## src/rtl/hack_mul_seq.sv

```systemverilog
//------------------------------------------------------------------------------
// Module   : hack_mul_seq (with helper alu_basic)
// Brief    : 16x16 shift-and-add multiplier; every addition goes through a Hack ALU.
//            Optional macro HACK_MUL_EARLY_EXIT_EN ends RUN once the remaining multiplier is zero.
// Revision : 1.0 - initial release
//------------------------------------------------------------------------------
`default_nettype none

module alu_basic #(
    parameter int W = 16
) (
    input  logic [W-1:0] x,
    input  logic [W-1:0] y,
    input  logic         zx,
    input  logic         nx,
    input  logic         zy,
    input  logic         ny,
    input  logic         f,
    input  logic         no,
    output logic [W-1:0] out
);
    logic [W-1:0] w_x0, w_x1, w_y0, w_y1, w_f;

    always_comb begin
        w_x0 = zx ? '0 : x;
        w_x1 = nx ? ~w_x0 : w_x0;
        w_y0 = zy ? '0 : y;
        w_y1 = ny ? ~w_y0 : w_y0;
        w_f  = f ? (w_x1 + w_y1) : (w_x1 & w_y1);
        out  = no ? ~w_f : w_f;
    end
endmodule

module hack_mul_seq #(
    parameter int W = 16
) (
    input  logic         clk,
    input  logic         rst_n,
    input  logic         start,
    input  logic [W-1:0] a,
    input  logic [W-1:0] b,
    output logic         busy,
    output logic         done,
    output logic [W-1:0] product
);
    typedef enum logic [1:0] {
        IDLE = 2'd0,
        RUN  = 2'd1,
        DONE = 2'd2
    } state_t;

    localparam logic [5:0] C_ALU_ADD = 6'b000010;

    state_t       r_state, w_state_nxt;
    logic [W-1:0] r_acc, r_mcand, r_mplier;
    logic [3:0]   r_count;
    logic [W-1:0] w_alu_out;
    logic         w_last;
    logic         w_accept;

    alu_basic #(.W(W)) u_alu (
        .x   (r_acc),
        .y   (r_mcand),
        .zx  (C_ALU_ADD[5]),
        .nx  (C_ALU_ADD[4]),
        .zy  (C_ALU_ADD[3]),
        .ny  (C_ALU_ADD[2]),
        .f   (C_ALU_ADD[1]),
        .no  (C_ALU_ADD[0]),
        .out (w_alu_out)
    );

`ifdef HACK_MUL_EARLY_EXIT_EN
    // Stop as soon as the multiplier shifted this edge leaves no set bits.
    assign w_last = (r_count == 4'd15) || (r_mplier[W-1:1] == '0);
`else
    assign w_last = (r_count == 4'd15);
`endif

    always_ff @(posedge clk or negedge rst_n) begin
        if (!rst_n) r_state <= IDLE;
        else        r_state <= w_state_nxt;
    end

    always_comb begin
        w_state_nxt = r_state;
        w_accept    = 1'b0;
        busy        = 1'b0;
        done        = 1'b0;
        case (r_state)
            IDLE: begin
                if (start) begin
                    w_accept    = 1'b1;
                    w_state_nxt = RUN;
                end
            end
            RUN: begin
                busy = 1'b1;
                if (w_last) w_state_nxt = DONE;
            end
            DONE: begin
                busy        = 1'b1;
                done        = 1'b1;
                w_state_nxt = IDLE;
            end
            default: w_state_nxt = IDLE;
        endcase
    end

    always_ff @(posedge clk or negedge rst_n) begin
        if (!rst_n) begin
            r_acc    <= '0;
            r_mcand  <= '0;
            r_mplier <= '0;
            r_count  <= '0;
        end else if (w_accept) begin
            r_acc    <= '0;
            r_mcand  <= a;
            r_mplier <= b;
            r_count  <= '0;
        end else if (r_state == RUN) begin
            if (r_mplier[0]) r_acc <= w_alu_out;
            r_mcand  <= r_mcand << 1;
            r_mplier <= r_mplier >> 1;
            r_count  <= r_count + 4'd1;
        end
    end

    assign product = r_acc;

endmodule

`default_nettype wire

```

## config.mk

```make
export PLATFORM = sky130hd
export DESIGN_NAME = hack_mul_seq
export DESIGN_NICKNAME = d
export VERILOG_FILES = /design/src/rtl/hack_mul_seq.sv
export SDC_FILE = /design/constraint.sdc
export NUM_CORES = 1
export LEC_CHECK = 0
export CAP_MARGIN = 30
export CORE_MARGIN = 2
export CORE_UTILIZATION = 53
export CTS_CLUSTER_SIZE = 10
export DETAILED_ROUTE_END_ITERATION = 8
export HOLD_SLACK_MARGIN = 0.12
export PLACE_DENSITY_LB_ADDON = 0.2
export SYNTH_ARGS = -nofsm -noshare
export SYNTH_HDL_FRONTEND = slang
export SYNTH_SLANG_ARGS = --single-unit
```

## constraint.sdc

```tcl
create_clock -name clk -period 2.8 [get_ports clk]
set_input_delay 0.42 -clock clk [delete_from_list [all_inputs] [get_ports clk]]
set_output_delay 0.42 -clock clk [all_outputs]
set_load 0.02 [all_outputs]
```

Word-level counts from Yosys, hierarchy flattened
Index checks and enable logic that the tools add are counted.

Add/subtract/negate cells: 2. $mul: 0. Div/mod/pow operators: 0. $lt $le $gt $ge: 0. Equality and inequality tests: 5. Shift-type cells: 0. Mux-type cells: 16. Bitwise operators: 0. Reductions and logical operators: 6.

Operators with widths (number): $mux W16 (7); $add A16 B16 Y16 (1); $mux W4 (2); $add A4 B1 Y4 const B (1); $eq A4 B4 Y1 const B (1); $mux W1 (4); $mux W2 (2); $ne A2 B2 Y1 const B (2); $pmux W2 S2 (1); $reduce_and A2 Y1 (2); $reduce_bool A2 Y1 (2); $eq A2 B1 Y1 const B (1); $eq A2 B2 Y1 const B (1); $logic_not A2 Y1 (1); $reduce_or A2 Y1 (1).

Register bits: 54. Latch bits: 0. RAM bits: 0. Bits in read-only memories: 0. Output and inout port bits: 18. Logic and storage cells: 34. Memories kept: 0.

Depth between registers and ports, before layout
Gate-level depths: netlist of run 1.

Depth in word-level cells: 4. Gate-level depth with buffers: 9. Depth with buffers taken out: 8.

Hierarchy
Synthesis of run 1 repeated with hierarchy kept, for this count alone.

Cells, all modules: 448. Area, all modules: 4192.8 um^2.

Modules (own cells, without submodules): hack_mul_seq (instances 1, cells an instance 209, area each 2442.3 um^2, seq. area each 1351.3 um^2); alu_basic (instances 1, cells an instance 239, area each 1750.4 um^2, seq. area each 0.0 um^2).

Worst setup path after synthesis of run 1
Ideal clock, no wire load.

Path kind: reg-to-reg. Start: reg r_acc[0] (netlist: product[0]). End: reg r_acc[10] (netlist: product[10]). Library setup time: 122 ps. Data arrival time: 2202 ps. Setup slack: 477 ps. Cell stages (with the launch flop): 9. Buffers on the path: 0. Period minus slack after synthesis: 2323 ps. Cell sequence: dfrtp_1 > ha_1 > fa_1 > a21oi_1 > o21ai_1 > a2111oi_0 > o31ai_1 > xnor2_1 > o21ai_1.

Word-level cells in the longest chain between the ends: 4.

Ends and longest elaborated chain: from (decl) (line 55) `logic [W-1:0] r_acc, r_mcand, r_mplier;`; from (signal assigned) (line 122) `if (r_mplier[0]) r_acc <= w_alu_out;`; $add A16 B16 Y16 (line 29) `w_f = f ? (w_x1 + w_y1) : (w_x1 & w_y1);`; $mux W16 (line 122); $mux W16 (line 121) `end else if (r_state == RUN) begin`; $mux W16 (line 116) `end else if (w_accept) begin`.

No other way between the ends. The select of a mux whose other input is x is not followed. A chain may end at the register's enable or synchronous reset.

Worst setup path in the final report of run 1
Same ends and word-level chain as after synthesis.

==> flow_summary.yaml, run 1 <==
route:
  via_per_inst: 5.537
  firstDrtPassIters: 5
  ant_nets: 0
  routed_wl_mm: 6.340
  drt_iter0_markers: 110
  vias: 2464
  drc: 0
  wl_per_cell_microns: 14.25
cts:
  cts_resized: 0
  cts_tree: "done"
  numCtsBuffers: 5
  cts.sinks: 54
  cts_hold_buf: 0
  h-tree-depth: 2
  insertion_delay_ns: 0.30
  clk_pin_slew_ns: 0.09
  cts_buffer_depth: 2
  cts_setup_buffers: 0
  cts-root-buf: "clkbuf_8"
setup_path:
  r2r_end: "product[10]"
  crit_slowest_cell: "a2111oi_0"
  crit_path_max_incr_delay_ns: 0.57
  crit_fanout: 3
  crit_required_ns: 2.99
  crit_end: "product[10]"
  critical_path_class: "reg2reg"
  cp-end-kind: "flop"
  critPathArrivalTime_ns: 2.70
  worstReg2RegStart: "product[0]"
  rrSetupSlack_ns: 0.29
  reg2reg_depth: 8
  crit_chain: "ha_1 -> fa_1 -> a21oi_1 -> o21ai_1 -> a2111oi_0 -> o31ai_1 -> xnor2_1 -> o21ai_1"
  worstSetupStartpointType: "flop"
  startpoint: "product[0]"
  path_common_cell: "o21ai_1"
timing:
  fin_skew_ns: 0.009254
  setup_viol_count_final: 0
  slew_viol_final: 0
  min_period_over_period_pct: 89.64
  hold_viol_final: 0
  layout_setup_ws_ns: 0.2902
  fin_tns_setup_ns: 0
  relSlewSlack_pct: 50.70
  rsz0062_at_grt: "false"
  worstMarginPinSlew_ns: 0.7368
  fmax_mhz: 398.4
  min_period_ns: 2.510
floorplan:
  fp.dieH_microns: 80.33
  io_pins: 53
  die-area_sq_mm: 0.006453
  die_w_microns: 80.33
  fp-row-count: 27
  start_util_pct: 55.40
  coreArea_sq_mm: 0.005574
grt:
  grt_max_degree: 67
  grt_pass1_vias: 2436
  antenna_found_initial: 0
  gr-total-overflow: 0
  grt_usage_pct: 21.64
  grt_pass1_wl_mm: 10.92
synthesis:
  async_flop_share_pct: 100.0
  synth-compound-area-share_pct: 17.18
  synth.area.mux_share_pct: 10.05
  syn-cell-area_sq_mm: 0.003088
  synth_warnings: 0
  netlist_instances: 322
  yosysUniqueCellTypes: 46
  synthXorXnorAreaFrac_pct: 2.836
  ys_seq_area_share_pct: 43.76
  syn-num-nets: 378
  synthSimpleGateAreaFrac_pct: 14.42
  avgSynthCellArea_sq_um: 9.590
  synth_adder_area_share_pct: 8.752
  synth_top_family_by_area: "compound AO/OA/AOI/OAI gates"
  synth_seq_cells: 54
  ys.flop_type: "dfrtp_1"
  synth_edf_count: 0
place:
  routabilityCongestion: 0.8790
  dpl_worst_slack_ns: 0.3393
  post_dp_cell_area_sq_mm: 0.003669
  io_buffers: 52
  place_hpwl_mm: 4.621
power:
  p_per_area_mw_per_mm2: 1095
  power_switching_uw: 1778
  seq_power_share_pct: 34.0
  vdd_drop_max_mv: 0.5658
  swShare_pct: 43.21
  combPwrFrac_pct: 55.3
  p_int_uw: 2338
  p_leak_uw: 0.001675
  clkPwrFrac_pct: 10.7
final_layout:
  utilization_pct: 67.45
  stdcell_area_sq_mm: 0.003760
  synthToLayoutAreaGrowth_pct: 21.76
  drive_gt1_share_pct: 6.702
  layout.nets: 428
  num_antenna_cells: 0
status:
  status: "completed"
hold_path:
  hold_class: "in2async"
job:
  maxCapViolCount: 0
-- stage by stage --
| step | hold slack [ns] | std cells | power [uW] |
|---|---|---|---|
| after detailed placement | 0.5050 | 437 | 3696 |
| after floorplan | 0.1244 | 322 | 3049 |
| after CTS | 0.2564 | 445 | 4149 |
| final | 0.2278 | 445 | 4116 |
| after global placement | 0.5044 | 437 | 3619 |
| after global routing | 0.2960 | 445 | 4477 |
-- placed cells by master (no fill, tap or decap), types with 2 or more instances in the layout --
cell and n:
nor2_1 13, inv_1 5, a22o_1 3, mux2i_1 31
nand2_1 57, ha_1 19, a22oi_1 2, xnor2_1 8
nand4_1 3, clkbuf_8 6, nand3_1 9, dfrtp_1 54
buf_4 6, nand3b_1 3, clkdlybuf4s50_1 51, o21ai_1 9
nor2_2 2, o211ai_1 4, o21ai_0 36, nor3_1 3
o21bai_1 3, o21a_1 2, a21oi_1 14, xor2_1 2
o31ai_1 4
-- kinds of logic after synthesis --
logic type	Yosys count
adders and majority gates	21
xor gates and xnor gates	10
DFF	54
buffers and inverters	20
muxes	31
and+or+nand+nor	98
AOI/OAI and AO/OA	88
-- cell type report --
type,count,area (sq um)
fillers,480,1814
multi-input cells,248,1648
flip-flops and latches,54,1351
repair buffers,58,560.5
well taps,72,90.09
clock buffers,7,86.33
inverters,5,18.77
clock inverters,1,5.005
-- worst max-delay path, delay by kind of cell, from the launching register on --
family / cells / cell delay (ns)
adder cells (fa/ha/maj): 2 / 0.68
flip-flops: 1 / 0.41
XOR/XNOR: 1 / 0.16
AO/OA/AOI/OAI: 5 / 1.15
-- routing by layer --
metal	global-route usage, %	vias to the layer above	share of wire (%)
li1	-	1248	-
met1	26.51	1161	47
met2	38.50	46	48
met3	4.045	9	3.5
met4	6.610	0	1.7
met5	0	-	0
-- power by group through the flow --
stage,Clock [uW],Combinational (uW),Sequential (uW)
after floorplan,0,1600,1450
after global placement,0,2220,1400
after detailed placement,0,2280,1420
after CTS,463,2290,1400
after global routing,493,2540,1450
final,441,2280,1400
-- how the worst min path moves through the flow --
stage,from,end,slack (ns),cells after the start
6_report,rst_n,r_mcand[5],0.23,2
5_1_grt,rst_n,product[4],0.30,2
4_1_cts,rst_n,product[7],0.26,2
3_5_place_dp,r_mplier[15],r_mplier[15],0.51,2
3_3_place_gp,r_mplier[15],r_mplier[15],0.50,2
2_1_floorplan,rst_n,product[0],0.12,0
-- state kept, by name, summed over array words and instances, names as in the netlist --
register,count
product,16
r_mcand,16
r_mplier,16
r_count,4
r_state,2
-- cell usage after synthesis (3+ instances only) --
cell type / count / area share (%)
o31ai_1: 4 / 0.97
clkbuf_1: 10 / 1.2
nor3_1: 3 / 0.49
o21ai_1: 9 / 1.5
o21ai_0: 36 / 5.8
nand2_1: 57 / 6.9
o21bai_1: 3 / 0.73
o211ai_1: 4 / 0.97
nand3b_1: 3 / 0.73
ha_1: 20 / 8.1
a21oi_1: 14 / 2.3
inv_1: 5 / 0.61
nand3_1: 9 / 1.5
xnor2_1: 8 / 2.3
nor2_1: 13 / 1.6
buf_2: 3 / 0.49
dfrtp_1: 54 / 44
nand4_1: 3 / 0.61
a22o_1: 3 / 0.85
mux2i_1: 31 / 10
No activity file was read; power rests on OpenSTA's default activity.
==> run 2, diff against run 1 <==
--- a/config.mk
+++ b/config.mk
@@ -7,7 +7,7 @@
 export LEC_CHECK = 0
 export CAP_MARGIN = 30
 export CORE_MARGIN = 2
-export CORE_UTILIZATION = 53
+export CORE_UTILIZATION = 48
 export CTS_CLUSTER_SIZE = 10
 export DETAILED_ROUTE_END_ITERATION = 8
 export HOLD_SLACK_MARGIN = 0.12
==> constraint.sdc (replaced) <==
create_clock -name clk -period 2.3 [get_ports clk]
set_input_delay 0.345 -clock clk [delete_from_list [all_inputs] [get_ports clk]]
set_output_delay 0.345 -clock clk [all_outputs]
set_load 0.02 [all_outputs]
==> flow_summary.yaml, run 2 (synthesis gave the netlist of run 1 again) <==
status:
  status: "completed"
final_layout:
  fill_cells: 533
  finalNonFillerCells: 457
  layout_commonest_cell: "nand2_1"
  final_cell_mix: "nand2_1 (57), dfrtp_1 (54), clkdlybuf4s50_1 (51)"
  drive_gt1_share_pct: 10.00
  multiInputGateArea_sq_mm: 0.001689
  synthToLayoutAreaGrowth_pct: 26.30
  utilization_pct: 62.13
  num_antenna_cells: 0
  layout.nets: 435
  seq_area_sq_mm: 0.001351
route:
  routed_wl_mm: 6.551
  via_per_inst: 5.435
  vias: 2484
  ant_nets: 0
  wl_per_cell_microns: 14.33
  drc: 0
  drt_iter0_markers: 130
  firstDrtPassIters: 4
place:
  place_hpwl_mm: 4.951
  io_buffers: 52
  dp_cells: 448
  routabilityCongestion: 0.8871
job:
  maxCapViolCount: 0
setup_path:
  worstReg2RegStart: "r_mcand[0]"
  rrSetupSlack_ns: 0.11
  critical_path.top_delay_family: "compound AO/OA/AOI/OAI gates"
  r2r_end: "product[15]"
  cp.depth: 8
  cp.buffers_inverters: 1
  cp-end-kind: "flop"
  crit_chain: "ha_1 -> buf_4 -> a211oi_2 -> o21ai_2 -> and4_4 -> o31a_1 -> o311ai_2 -> o41ai_1"
  crit_fanout: 4
  startpoint: "r_mcand[0]"
  crit_end: "product[15]"
  crit_slowest_cell: "dfrtp_1"
  crit_path_max_incr_delay_ns: 0.41
  reg2reg_depth: 8
  crit_required_ns: 2.49
  worstSetupStartpointType: "flop"
  critPathArrivalTime_ns: 2.38
  critical_path_class: "reg2reg"
timing:
  fin_skew_ns: 0.003354
  hold_viol_final: 0
  worstMarginPinSlew_ns: 0.5886
  setup_viol_count_final: 0
  slew_viol_final: 0
  relSlewSlack_pct: 60.76
  min_period_ns: 2.188
  min_period_over_period_pct: 95.12
  fmax_mhz: 457.1
cts:
  cts_tree: "done"
  numCtsBuffers: 5
  h-tree-depth: 2
  cts_buffer_depth: 2
  cts.sinks: 54
  insertion_delay_ns: 0.32
  cts-root-buf: "clkbuf_8"
  clk_pin_slew_ns: 0.10
  cts_setup_buffers: 0
floorplan:
  die_w_microns: 84.21
  die-area_sq_mm: 0.007090
  start_util_pct: 49.19
  fp.dieH_microns: 84.21
  coreArea_sq_mm: 0.006277
  fp-row-count: 29
  io_pins: 53
grt:
  grt_pass1_vias: 2430
  grt_pass1_wl_mm: 11.07
  gr-total-overflow: 0
  grt_max_degree: 67
  antenna_found_initial: 0
  grt_usage_pct: 19.28
power:
  combPwrFrac_pct: 55.1
  p_leak_uw: 0.001732
  clkPwrFrac_pct: 12.6
  vdd_drop_max_mv: 0.7590
  swShare_pct: 42.87
  p_int_uw: 3020
  p_per_area_mw_per_mm2: 1356
  power_switching_uw: 2267
  seq_power_share_pct: 32.3
hold_path:
  hold_class: "reg2reg"
-- run 2: routing by layer --
metal  GRT usage (%)  up-vias  routed length, microns
met2           31.60       42                    3203
li1                -     1259                       -
met4           7.771        0                     115
met1           25.19     1173                    3011
met5               0        -                       0
met3           3.835       10                     220
-- run 2: what timing repair did --
action,4_1_cts,5_1_grt
hold buffers,1,0
pin swaps,0,2
resized for setup,1,6
gates cloned,0,0
endpoints found under the setup margin,2,5
endpoints found under the hold margin,25,0
-- run 2: how the worst min path moves through the flow --
stage	slack, ns	cells past startpoint	start	end
after floorplan	0.05	0	rst_n	product[0]
after global placement	0.39	1	rst_n	product[5]
after detailed placement	0.39	1	rst_n	product[4]
after CTS	0.53	2	product[3]	product[3]
after global routing	0.56	2	product[3]	product[3]
final	0.52	2	product[7]	product[7]
-- run 2: per-stage QoR --
| step | hold WS, ns | instance area, sq um | total power, uW | setup slack (ns) | TNS, ns |
|---|---|---|---|---|---|
| 6_report | 0.5215 | 3900 | 5287 | 0.1122 | 0 |
| 2_1_floorplan | 0.04941 | 3089 | 3716 | 0.04085 | 0 |
| 4_1_cts | 0.5316 | 3865 | 5271 | 0.01039 | 0 |
| 5_1_grt | 0.5602 | 3900 | 5723 | -0.02295 | -0.03499 |
| 3_5_place_dp | 0.3880 | 3734 | 4589 | -0.09606 | -0.1544 |
| 3_3_place_gp | 0.3881 | 3734 | 4491 | 0.06694 | 0 |
-- run 2: worst register-to-register path: stages, from the launching register on --
cell and delay, ns:
dfrtp_1 0.41, ha_1 0.23, buf_4 0.15, a211oi_2 0.27
o21ai_2 0.13, and4_4 0.20, o31a_1 0.31, o311ai_2 0.25
o41ai_1 0.11
-- run 2: power by group through the flow --
stage | combinational (uW) | sequential [uW] | clock (uW)
6_report | 2910 | 1710 | 666
5_1_grt | 3240 | 1760 | 727
4_1_cts | 2880 | 1710 | 681
3_5_place_dp | 2860 | 1730 | 0
3_3_place_gp | 2780 | 1710 | 0
2_1_floorplan | 1950 | 1760 | 0
-- run 2: cell type report --
cell class | count | share of cell area, %
clock inverter | 3 | 1.219
timing repair buffer | 65 | 16.11
sequential | 54 | 34.65
inverter | 5 | 0.4812
multi-input combinational | 248 | 43.31
tap | 77 | 2.470
clock buffer | 5 | 1.765
==> run 3, diff against run 2 <==
--- a/config.mk
+++ b/config.mk
@@ -10,7 +10,6 @@
 export CORE_UTILIZATION = 48
 export CTS_CLUSTER_SIZE = 10
 export DETAILED_ROUTE_END_ITERATION = 8
-export HOLD_SLACK_MARGIN = 0.12
 export PLACE_DENSITY_LB_ADDON = 0.2
 export SYNTH_ARGS = -nofsm -noshare
 export SYNTH_HDL_FRONTEND = slang
==> flow_summary.yaml, run 3 (synthesis gave the netlist of run 1 again) <==
floorplan:
  io_pins: 53
  fp.dieH_microns: 84.21
  start_util_pct: 49.19
  fp-row-count: 29
  coreArea_sq_mm: 0.006277
  die-area_sq_mm: 0.007090
  die_w_microns: 84.21
cts:
  cts_hold_buf: 0
  cts_setup_buffers: 0
  cts_tree: "done"
  cts_buffer_depth: 2
  clk_pin_slew_ns: 0.10
  cts.sinks: 54
  cts-root-buf: "clkbuf_8"
  insertion_delay_ns: 0.31
  h-tree-depth: 2
  numCtsBuffers: 5
final_layout:
  drive_gt1_share_pct: 10.03
  synthToLayoutAreaGrowth_pct: 25.97
  layout_commonest_cell: "nand2_1"
  num_antenna_cells: 0
  layout.nets: 434
  final_cell_mix: "nand2_1 (57), dfrtp_1 (54), clkdlybuf4s50_1 (51)"
  fill_cells: 533
route:
  vias: 2490
  drc: 0
  via_per_inst: 5.461
  firstDrtPassIters: 4
  ant_nets: 0
  wl_per_cell_microns: 14.33
  drt_iter0_markers: 127
  routed_wl_mm: 6.534
setup_path:
  worstSetupStartpointType: "flop"
  r2r_end: "product[15]"
  worstReg2RegStart: "r_mcand[0]"
  crit_path_max_incr_delay_ns: 0.41
  crit_required_ns: 2.49
  crit_fanout: 4
  critical_path_class: "reg2reg"
  cp-end-kind: "flop"
  rrSetupSlack_ns: 0.11
  crit_slowest_cell: "dfrtp_1"
  critPathArrivalTime_ns: 2.38
  crit_chain: "ha_1 -> buf_4 -> a211oi_2 -> o21ai_2 -> and4_4 -> o31a_1 -> o311ai_2 -> o41ai_1"
  reg2reg_depth: 8
timing:
  min_period_ns: 2.187
  setup_viol_count_final: 0
  fin_tns_setup_ns: 0
  relSlewSlack_pct: 61.02
  fmax_mhz: 457.2
  min_period_over_period_pct: 95.09
  slew_viol_final: 0
  worstMarginPinSlew_ns: 0.5847
  hold_slack_ns: 0.01292
  fin_skew_ns: 0.002811
  hold_viol_final: 0
place:
  place_hpwl_mm: 4.951
  io_buffers: 52
  routabilityCongestion: 0.8871
power:
  p_leak_uw: 0.001728
  p_per_area_mw_per_mm2: 1359
  vdd_drop_max_mv: 0.7577
  finalPower_uw: 5285
grt:
  antenna_found_initial: 0
  grt_pass1_wl_mm: 11.07
  grt_usage_pct: 19.28
  grt_pass1_vias: 2430
  gr-total-overflow: 0
  grt_max_degree: 67
hold_path:
  hold_class: "in2async"
job:
  maxCapViolCount: 0
status:
  status: "completed"
-- run 3: changes by cell type in the layout (fill, tap and decap cells not counted) --
cell	change
dlygate4sd3_1	-1
-- run 3: repair_timing --
action / in CTS / in global routing
endpoints found under the hold margin: 0 / 0
setup endpoints to repair: 2 / 5
pin swaps: 0 / 2
gates cloned: 0 / 0
resized for setup: 1 / 6
-- run 3: worst max-delay path by stage --
| stage | from | to | slack (ns) | depth (start not counted) |
|---|---|---|---|---|
| 2_1_floorplan | product[0] | product[10] | 0.04 | 8 |
| 3_3_place_gp | r_mcand[0] | product[10] | 0.07 | 8 |
| 3_5_place_dp | r_mcand[0] | product[10] | -0.1 | 8 |
| 4_1_cts | r_mcand[0] | product[10] | 0.01 | 8 |
| 5_1_grt | r_mcand[0] | product[10] | -0.02 | 8 |
| 6_report | r_mcand[0] | product[15] | 0.11 | 8 |
-- run 3: area by class of cell --
| cell class | count | area [sq um] | area share [%] |
|---|---|---|---|
| clock buffers | 5 | 68.82 | 1.769 |
| clock inverters | 3 | 47.55 | 1.222 |
| inverters | 5 | 18.77 | 0.4825 |
| multi-input cells | 248 | 1689 | 43.42 |
| flip-flops and latches | 54 | 1351 | 34.74 |
| well taps | 77 | 96.34 | 2.477 |
| repair buffers | 64 | 618.1 | 15.89 |
-- run 3: where the power goes --
part	total (uW)	switching (uW)	internal, uW
registers	1710	338	1370
logic	2910	1590	1320
clock network	667	336	330
-- run 3: per-stage QoR --
| step | std cells | util (%) | cell area, sq um | setup WS [ns] |
|---|---|---|---|---|
| final | 456 | 61.97 | 3890 | 0.1130 |
| after global routing | 456 | 61.97 | 3890 | -0.02295 |
| after CTS | 456 | 61.41 | 3855 | 0.01039 |
| after detailed placement | 448 | 59.48 | 3734 | -0.09606 |
| after global placement | 448 | 59.48 | 3734 | 0.06694 |
| after floorplan | 322 | - | 3089 | 0.04085 |
-- run 3: critical path, delay by kind of cell, from the launching register on --
| family | cells | cell delay (ns) |
|---|---|---|
| fa+ha+maj | 1 | 0.23 |
| flops | 1 | 0.41 |
| buf+inv | 1 | 0.15 |
| compound gates | 5 | 1.07 |
| simple gates | 1 | 0.20 |
-- run 3: routing by layer --
metal	vias to the layer above	track usage, %	share of wire (%)
li1	1258	-	-
met1	1180	25.13	46
met2	42	31.60	49
met3	10	3.933	3.5
met4	0	7.771	1.8
met5	-	0	0
